==> config.mk <==
export PLATFORM = sky130hd
export DESIGN_NAME = bram_read_arbiter
export DESIGN_NICKNAME = d
export VERILOG_FILES = /design/src/rtl/bram_read_arbiter.sv
export SDC_FILE = /design/constraint.sdc
export NUM_CORES = 1
export LEC_CHECK = 0
export ABC_AREA = 1
export CAP_MARGIN = 20
export CORE_AREA = 2 2 559 561
export CTS_CLUSTER_DIAMETER = 80
export DETAILED_ROUTE_END_ITERATION = 10
export DIE_AREA = 0 0 561 563
export PLACE_DENSITY = 0.3
export SYNTH_ARGS = -nofsm -noshare
export SYNTH_HDL_FRONTEND = slang
export SYNTH_SLANG_ARGS = --single-unit
==> constraint.sdc <==
create_clock -name clk -period 3.4 [get_ports clk]
set_input_delay 0.34 -clock clk [delete_from_list [all_inputs] [get_ports clk]]
set_output_delay 0.34 -clock clk [all_outputs]
set_load 0.01 [all_outputs]
==> src/rtl/bram_read_arbiter.sv <==
// rtl/bram_read_arbiter.sv - Port-B burst read arbiter sharing the four on-chip buffers among tile loaders
// Optional: define BRAM_ARB_FIXED_PRIORITY_EN for fixed lowest-index priority instead of round-robin.
module bram_read_arbiter #(
    parameter int NUM_REQ      = 4,
    parameter int ADDR_WIDTH   = 16,
    parameter int DATA_WIDTH   = 256,
    parameter int LEN_WIDTH    = 16,
    parameter int READ_LATENCY = 2
) (
    input  logic                            clk,
    input  logic                            rst_n,
    input  logic [NUM_REQ-1:0]              req,
    input  logic [2*NUM_REQ-1:0]            req_buf_sel,
    input  logic [NUM_REQ*ADDR_WIDTH-1:0]   req_base_addr,
    input  logic [NUM_REQ*LEN_WIDTH-1:0]    req_len,
    output logic [NUM_REQ-1:0]              grant,
    output logic                            busy,
    output logic [2:0]                      owner,
    output logic [3:0]                      bram_en,
    output logic [ADDR_WIDTH-1:0]           bram_addr,
    input  logic [4*DATA_WIDTH-1:0]         bram_dout,
    output logic                            rd_valid,
    output logic [DATA_WIDTH-1:0]           rd_data,
    output logic                            rd_last,
    output logic [NUM_REQ-1:0]              done
);

    typedef enum logic [1:0] {S_IDLE, S_BURST, S_DRAIN, S_FINISH} state_t;

    state_t                  r_state, w_next;
    logic [2:0]              r_owner, w_win;
    logic                    w_any, w_last, w_burst, w_done;
    logic [1:0]              r_sel, w_req_sel;
    logic [ADDR_WIDTH-1:0]   r_base, w_req_base;
    logic [LEN_WIDTH-1:0]    r_len, r_cnt, w_req_len;
    logic [NUM_REQ-1:0]      r_grant;
    logic [READ_LATENCY-1:0] r_pv, r_pl;
    logic [1:0]              r_ps [READ_LATENCY];

`ifdef BRAM_ARB_FIXED_PRIORITY_EN
    always_comb begin
        w_any = |req;
        w_win = '0;
        for (int i = NUM_REQ - 1; i >= 0; i--) begin
            if (req[i]) w_win = 3'(i);
        end
    end
`else
    logic [2:0]         r_ptr;
    logic [NUM_REQ-1:0] w_rot;
    logic [3:0]         w_sum;

    // Rotate so bit 0 is the pointer's requester; the lowest set bit after rotation wins.
    always_comb begin
        w_any = |req;
        w_win = '0;
        w_sum = '0;
        w_rot = NUM_REQ'({req, req} >> r_ptr);
        for (int i = NUM_REQ - 1; i >= 0; i--) begin
            if (w_rot[i]) begin
                w_sum = {1'b0, r_ptr} + 4'(i);
                if (w_sum >= 4'(NUM_REQ)) w_sum = w_sum - 4'(NUM_REQ);
                w_win = 3'(w_sum);
            end
        end
    end

    always_ff @(posedge clk or negedge rst_n) begin
        if (!rst_n) begin
            r_ptr <= '0;
        end else if (r_state == S_IDLE && w_any) begin
            r_ptr <= (w_win == 3'(NUM_REQ - 1)) ? 3'd0 : w_win + 3'd1;
        end
    end
`endif

    always_comb begin
        w_req_sel  = '0;
        w_req_base = '0;
        w_req_len  = '0;
        for (int i = 0; i < NUM_REQ; i++) begin
            if (w_win == 3'(i)) begin
                w_req_sel  = req_buf_sel[2*i +: 2];
                w_req_base = req_base_addr[i*ADDR_WIDTH +: ADDR_WIDTH];
                w_req_len  = req_len[i*LEN_WIDTH +: LEN_WIDTH];
            end
        end
    end

    assign w_burst = (r_state == S_BURST);
    assign w_last  = (r_cnt == r_len - LEN_WIDTH'(1));

    always_comb begin
        w_next = r_state;
        w_done = 1'b0;
        case (r_state)
            S_IDLE:   if (w_any) w_next = (w_req_len == '0) ? S_FINISH : S_BURST;
            S_BURST:  if (w_last) w_next = S_DRAIN;
            S_DRAIN: begin
                if (r_pv[READ_LATENCY-1] && r_pl[READ_LATENCY-1]) begin
                    w_done = 1'b1;
                    w_next = S_IDLE;
                end
            end
            S_FINISH: begin
                if (r_cnt != '0) begin
                    w_done = 1'b1;
                    w_next = S_IDLE;
                end
            end
            default:  w_next = S_IDLE;
        endcase
    end

    always_ff @(posedge clk or negedge rst_n) begin
        if (!rst_n) begin
            r_state <= S_IDLE;
            r_grant <= '0;
            r_owner <= '0;
            r_sel   <= '0;
            r_base  <= '0;
            r_len   <= '0;
            r_cnt   <= '0;
        end else begin
            r_state <= w_next;
            r_grant <= '0;
            case (r_state)
                S_IDLE: begin
                    r_cnt <= '0;
                    if (w_any) begin
                        r_grant <= NUM_REQ'(1) << w_win;
                        r_owner <= w_win;
                        r_sel   <= w_req_sel;
                        r_base  <= w_req_base;
                        r_len   <= w_req_len;
                    end
                end
                S_BURST:  r_cnt <= w_last ? '0 : r_cnt + LEN_WIDTH'(1);
                // FINISH spends one cycle with cnt=0, then signals done with cnt=1.
                S_FINISH: r_cnt <= LEN_WIDTH'(1);
                default:  ;
            endcase
        end
    end

    always_ff @(posedge clk or negedge rst_n) begin
        if (!rst_n) begin
            r_pv <= '0;
            r_pl <= '0;
            for (int i = 0; i < READ_LATENCY; i++) r_ps[i] <= '0;
        end else begin
            r_pv[0] <= w_burst;
            r_pl[0] <= w_burst && w_last;
            r_ps[0] <= r_sel;
            for (int i = 1; i < READ_LATENCY; i++) begin
                r_pv[i] <= r_pv[i-1];
                r_pl[i] <= r_pl[i-1];
                r_ps[i] <= r_ps[i-1];
            end
        end
    end

    assign grant     = r_grant;
    assign busy      = (r_state != S_IDLE);
    assign owner     = r_owner;
    assign bram_en   = w_burst ? (4'b0001 << r_sel) : 4'b0000;
    assign bram_addr = w_burst ? r_base + ADDR_WIDTH'(r_cnt) : '0;
    assign rd_valid  = r_pv[READ_LATENCY-1];
    assign rd_last   = r_pv[READ_LATENCY-1] & r_pl[READ_LATENCY-1];
    assign done      = w_done ? (NUM_REQ'(1) << r_owner) : '0;

    always_comb begin
        rd_data = '0;
        if (rd_valid) begin
            case (r_ps[READ_LATENCY-1])
                2'd0:    rd_data = bram_dout[0*DATA_WIDTH +: DATA_WIDTH];
                2'd1:    rd_data = bram_dout[1*DATA_WIDTH +: DATA_WIDTH];
                2'd2:    rd_data = bram_dout[2*DATA_WIDTH +: DATA_WIDTH];
                default: rd_data = bram_dout[3*DATA_WIDTH +: DATA_WIDTH];
            endcase
        end
    end

endmodule

* After elaboration in Yosys (flattened, before gate mapping)
Index checks and enable logic that the tools add are counted. Widths: inputs -> output; s select.
Operators by class: add/subtract/negate cells 11, magnitude comparators 4, equality and inequality tests 13, shifts and indexed selects 4, mux-type cells 39, bitwise gates (word level) 1, reductions and logical operators 13
Operator list (count):
- $pmux 256 s3 | 1
- $mux 256 | 1
- $mux 16 | 10
- $pmux 16 s3 | 1
- $mux 3 | 9
- $mux 2 | 9
- $add 16x1->16 const B | 1
- $add 16x16->16 | 1
- $eq 16x16->1 | 1
- $logic_not 16->1 | 1
- $mux 4 | 4
- $reduce_bool 16->1 | 1
- $sub 16x1->16 const B | 1
- $ge 4x3->1 const B | 3
- $sub 3x3->3 const B | 4
- $add 3x2->4 const B | 2
- $ne 2x2->1 const B | 4
- $pmux 2 s4 | 1
- $shl 1x3->4 const A | 2
- $shr 8x3->4 | 1
- $eq 2x2->1 const B | 3
- $eq 3x2->1 const B | 2
- $add 3x1->4 const B | 1
- $eq 2x1->1 const B | 2
- 15 further kinds | 19
Storage, ports and cells: bits in registers 70, input port bits 1166, output and inout port bits 290, word-level logic and storage cells 97

* Longest topological paths before layout
word-level depth 16, mapped depth 25, mapped depth without buffers 23

* Worst setup path before layout
Ideal clock, no wire load.
path kind flip-flop to flip-flop, start point reg r_ptr[0], end point reg r_state[1], library setup time 0.118 ns, arrival 2.624 ns, data required time 3.282 ns, path slack 0.658 ns, stages on the path, launching flop included 23, path buffers 2, clock period less this slack 2.742 ns, cell sequence dfrtp_1 inv_1 o21ai_0 or2_0 o31ai_1 nand2_1 nand3_1 nand3_1 nand2_1 inv_1 ha_1 buf_2 inv_1 clkbuf_1 nand2_1 a21oi_1 nor2_1 nand2_1 nor2_1 nand2_1 nand2_1 nand4_1 nand2_1
Between the ends: cells in the longest elaborated chain, start to end 16, elaborated cells between the ends (all ways) 32, those cells by class add/sub (7); order compare (4); eq/ne (3); shift (1); mux (15); reduce/logical (2)
Ends and longest elaborated chain:
- start: declaration | RTL line 49 | logic [2:0] r_ptr;
- start signal: assignment | RTL line 72 | r_ptr <= (w_win == 3'(NUM_REQ - 1)) ? 3'd0 : w_win + 3'd1;
- $add 3x2->4 | RTL line 61 | w_sum = {1'b0, r_ptr} + 4'(i);
- $ge 4x3->1 / $sub 3x3->3 (equally long branches) | RTL line 62 | if (w_sum >= 4'(NUM_REQ)) w_sum = w_sum - 4'(NUM_REQ);
- $mux 3 | RTL line 62
- $mux 3 (3 in series) | RTL line 60 | if (w_rot[i]) begin
- $mux 3 * | RTL line 60
- via w_win[1] | RTL line 31 | logic [2:0] r_owner, w_win;
- $logic_not 3->1 | RTL line 82 | if (w_win == 3'(i)) begin
- $mux 16 (3 in series) | RTL line 82
- $mux 16 * | RTL line 82
- $logic_not 16->1 * | RTL line 97 | S_IDLE: if (w_any) w_next = (w_req_len == '0) ? S_FINISH : S_BURST;
- $mux 2 * (2 in series) | RTL line 97
- $pmux 2 s4 * | RTL line 96 | case (r_state)
- end signal: assignment | RTL line 125 | r_state <= w_next;
- end: declaration | RTL line 30 | state_t r_state, w_next;
Mark *: on every way through the listed nets, which the timed path passes. The rest lies on a longest branch. The select of a mux whose other input is x is not followed. A chain may end at the register's enable or synchronous reset.

* Worst setup path in the final report
start point reg r_ps[1] (netlist bit), end point out rd_data[126]
Between the ends: cells in the longest elaborated chain, start to end 3, elaborated cells between the ends (all ways) 5, those cells by class eq/ne (2); mux (2); reduce/logical (1)
Ends and longest elaborated chain:
- start: declaration | RTL line 38 | logic [1:0] r_ps [READ_LATENCY];
- start signal: indexed assignment | RTL line 158 | r_ps[i] <= r_ps[i-1];
- $eq 2x2->1, or another cell as far along | RTL line 175 | case (r_ps[READ_LATENCY-1])
- $pmux 256 s3 * | RTL line 175
- $mux 256 * | RTL line 174 | if (rd_valid) begin
- end: declaration | RTL line 23 | output logic [DATA_WIDTH-1:0] rd_data,
Mark *: on every way between the ends. The rest lies on a longest branch, timed or not.

==> impl_metrics.py <==
metrics = {
    "drt": {
        "drtAntennaViolNets": 0,
        "first_pass_iters": 6,
        "routedWlPerCell_microns": 31.0,
        "drc_errors": 0,
        "drt_iter0_drc": 1948,
        "routed_wl_mm": 254,
        "avgViaCountPerCell": 3.10,
        "via_count": 25438,
    },
    "critical_path": {
        "critPathArrivalTime_ns": 3.07,
        "critPathLaunchType": "flip-flop",
        "worst_path_max_delay_cell": "dfrtp_4",
        "cp_cell_sequence": "buf_12 > buf_4 > o21ai_0 > nand3_1 > o211ai_1 > inv_1 > buf_12",
        "crit_buf_inv": 4,
        "end_kind": "primary output",
        "crit_family": "buffers and inverters",
        "crit_type": "reg -> out",
        "critical_path_required_ns": 3.06,
        "path_common_cell": "buf_12",
        "regToRegSetupSlack_ns": 0.29,
        "crit_path_max_incr_delay_ns": 0.59,
        "worstPathMaxFanout": 55,
    },
    "synthesis": {
        "ys_seq_area_frac": 0.125,
        "synth-edff-count": 0,
        "synthesis.nets": 3781,
        "syn_avg_cell_area_sq_um": 5.39,
        "synth_area_sq_um": 14000,
        "yosys_most_used_dff": "dfrtp_1",
        "async_flop_share": 1.00,
        "syn-instance-count": 2591,
        "synth.distinct_cells": 46,
        "yosys_warnings": 0,
        "postSynthRegisterBits": 70,
    },
    "timing": {
        "final.setup.tns_ns": -0.00787,
        "slew_headroom": 0.476,
        "worstMarginPinSlew_ns": 0.785,
        "finalHoldViolCount": 0,
        "worst_clock_skew_ns": 0.0142,
        "maxSlewViolCount": 0,
        "whs_ns": 0.0279,
        "setup_viol_count_final": 1,
        "clock.fmax_ghz": 0.293,
        "rsz0062_at_grt": "false",
        "post-route-period-util": 1.00,
        "finalWorstSetupSlack_ns": -0.00787,
        "finalCriticalPeriod_ns": 3.41,
    },
    "finish": {
        "multi_input_area_sq_um": 10100,
        "nFillCells": 36397,
        "final_cell_mix": "clkdlybuf4s50_1 (1276), nand2_1 (745), nand3_1 (332)",
        "area_growth_pct": 159,
        "final_common_cell": "clkdlybuf4s50_1",
        "seq_area_sq_um": 1760,
        "fin_nets": 5190,
        "layout-drive-gt1-share": 0.0984,
    },
    "clocking": {
        "cts_max_path_buffers": 2,
        "htreeDepth": 3,
        "clkTransAtPathRegs_ns": 0.07,
        "numCtsBuffers": 9,
        "cts_sinks": 70,
        "cts_tree": "yes",
        "cts_root_buffer": "clkbuf_16",
        "clk_latency_ns": 0.36,
    },
    "grt": {
        "grt_pass1_vias": 25922,
        "overflow": 0,
        "grt_pass1_wl_mm": 311,
        "antenna_found_initial": 211,
        "grt_max_degree": 78,
        "track_usage": 0.153,
    },
    "placed_design": {
        "io_buffers": 1455,
        "gp_congestion": 0.955,
        "dp_slack_ns": -0.314,
        "dp.final_hpwl_mm": 232,
    },
    "power_and_ir_drop": {
        "power.density_nw_per_um2": 801,
        "totalPowerFinal_mw": 29.0,
        "ir_worst_vdd_mv": 0.392,
        "p_leak_nw": 14.7,
    },
    "flow_run": {
        "maxCapViolCount": 0,
    },
    "floorplan": {
        "die_y_microns": 563,
        "die_w_microns": 561,
        "ioPinCount": 1456,
        "die_area_sq_um": 316000,
        "start_util": 0.0450,
        "core_sq_um": 310000,
        "rows": 205,
    },
    "worst_hold_path": {
        "worstHoldPathType": "in -> async",
    },
    "outcome": {
        "violations": "negative setup slack",
        "outcome": "finished with violations",
    },
}
## Yosys cell counts (2+ instances only)
cell,instances,area [sq um]
a21o_1,2,15.0
a21oi_1,85,425
a31oi_1,5,31.3
buf_1,10,37.5
buf_2,58,290
buf_4,3,22.5
clkbuf_1,136,510
dfrtp_1,70,1750
ha_1,23,288
inv_1,331,1240
inv_2,5,18.8
nand2_1,746,2800
nand2_2,7,43.8
nand2_4,2,22.5
nand3_1,332,1660
nand3b_1,5,37.5
nand4_1,11,68.8
nor2_1,81,304
nor2_2,4,25.0
nor2_4,3,33.8
nor3_1,13,65.1
nor4_1,4,25.0
o211ai_1,258,1940
o21ai_0,330,1650
o22ai_1,4,25.0
o22ai_2,10,125
o31ai_1,2,15.0
or2_2,4,25.0
xnor2_1,10,87.6
xnor3_1,2,45.0
xor2_1,20,175
## cell type report
type                            instances  area share
Antenna cell                           50     0.00346
Sequential cell                        70      0.0487
Multi-Input combinational cell       1976       0.279
Clock inverter                          5     0.00162
Inverter                              337      0.0350
Tap cell                             4140       0.143
Timing Repair Buffer                 1606       0.482
Clock buffer                           10     0.00660
## final timing paths
path / depth (start not counted) / start / end
min in group clk: 0 / r_pv[0] / r_pv[1]
max: 7 / r_ps[1] / rd_data[126]
max reg2reg: 21 / r_ptr[0] / r_state[1]
min: 1 / rst_n / r_ptr[2]
min reg2reg: 0 / r_pv[0] / r_pv[1]
max in group asynchronous: 2 / rst_n / r_ps[0]
## state kept, by name (all words and copies together) (netlist names)
name,flops
grant,4
owner,3
r_base,16
r_cnt,16
r_len,16
r_pl,2
r_ps,4
r_ptr,3
r_pv,2
r_sel,2
r_state,2
## cell families (layout without fill, tap and decap cells)
family                   count (synthesis)  after routing  share of synthesized area
other                                    0             50                          0
AND/OR/NAND/NOR                       1219           1219                      0.372
multiplexers                             1              1                   0.000717
adder cells (fa/ha/maj)                 24             24                     0.0220
buffers and inverters                  545           1958                      0.154
AO/OA/AOI/OAI                          700            700                      0.305
XOR/XNOR                                32             32                     0.0220
flip-flops                              70             70                      0.125
## through the flow
step	cells	area, sq um	utilization
2_1_floorplan	2591	14000	-
3_3_place_gp	8129	35800	0.115
3_5_place_dp	8129	35800	0.115
4_1_cts	8144	36100	0.116
5_1_grt	8170	36200	0.116
6_report	8194	36200	0.117
## worst register-to-register path: cells and delay by family, from the launching register on
kind | cells | cell delay (ns)
AND/OR/NAND/NOR | 13 | 1.30
flip-flops | 1 | 0.45
AO/OA/AOI/OAI | 4 | 0.53
adder cells (fa/ha/maj) | 1 | 0.27
buffers and inverters | 3 | 0.49
## power breakdown
part           internal (mW)  switching (mW)
Clock                  0.586           0.425
Combinational           9.85            16.5
Sequential              1.16           0.449
## what timing repair did
item,4_1_cts,5_1_grt
buffers inserted,0,0
gates resized for setup,0,8
hold buffers,0,0
setup endpoints to repair,0,4
## per-layer routing
layer	routed length, microns	track usage
met1	100000	0.180
met2	126000	0.278
met3	22000	0.0465
met4	4770	0.0203
met5	518	0
Note: power is estimated with default switching activity, not from simulation.
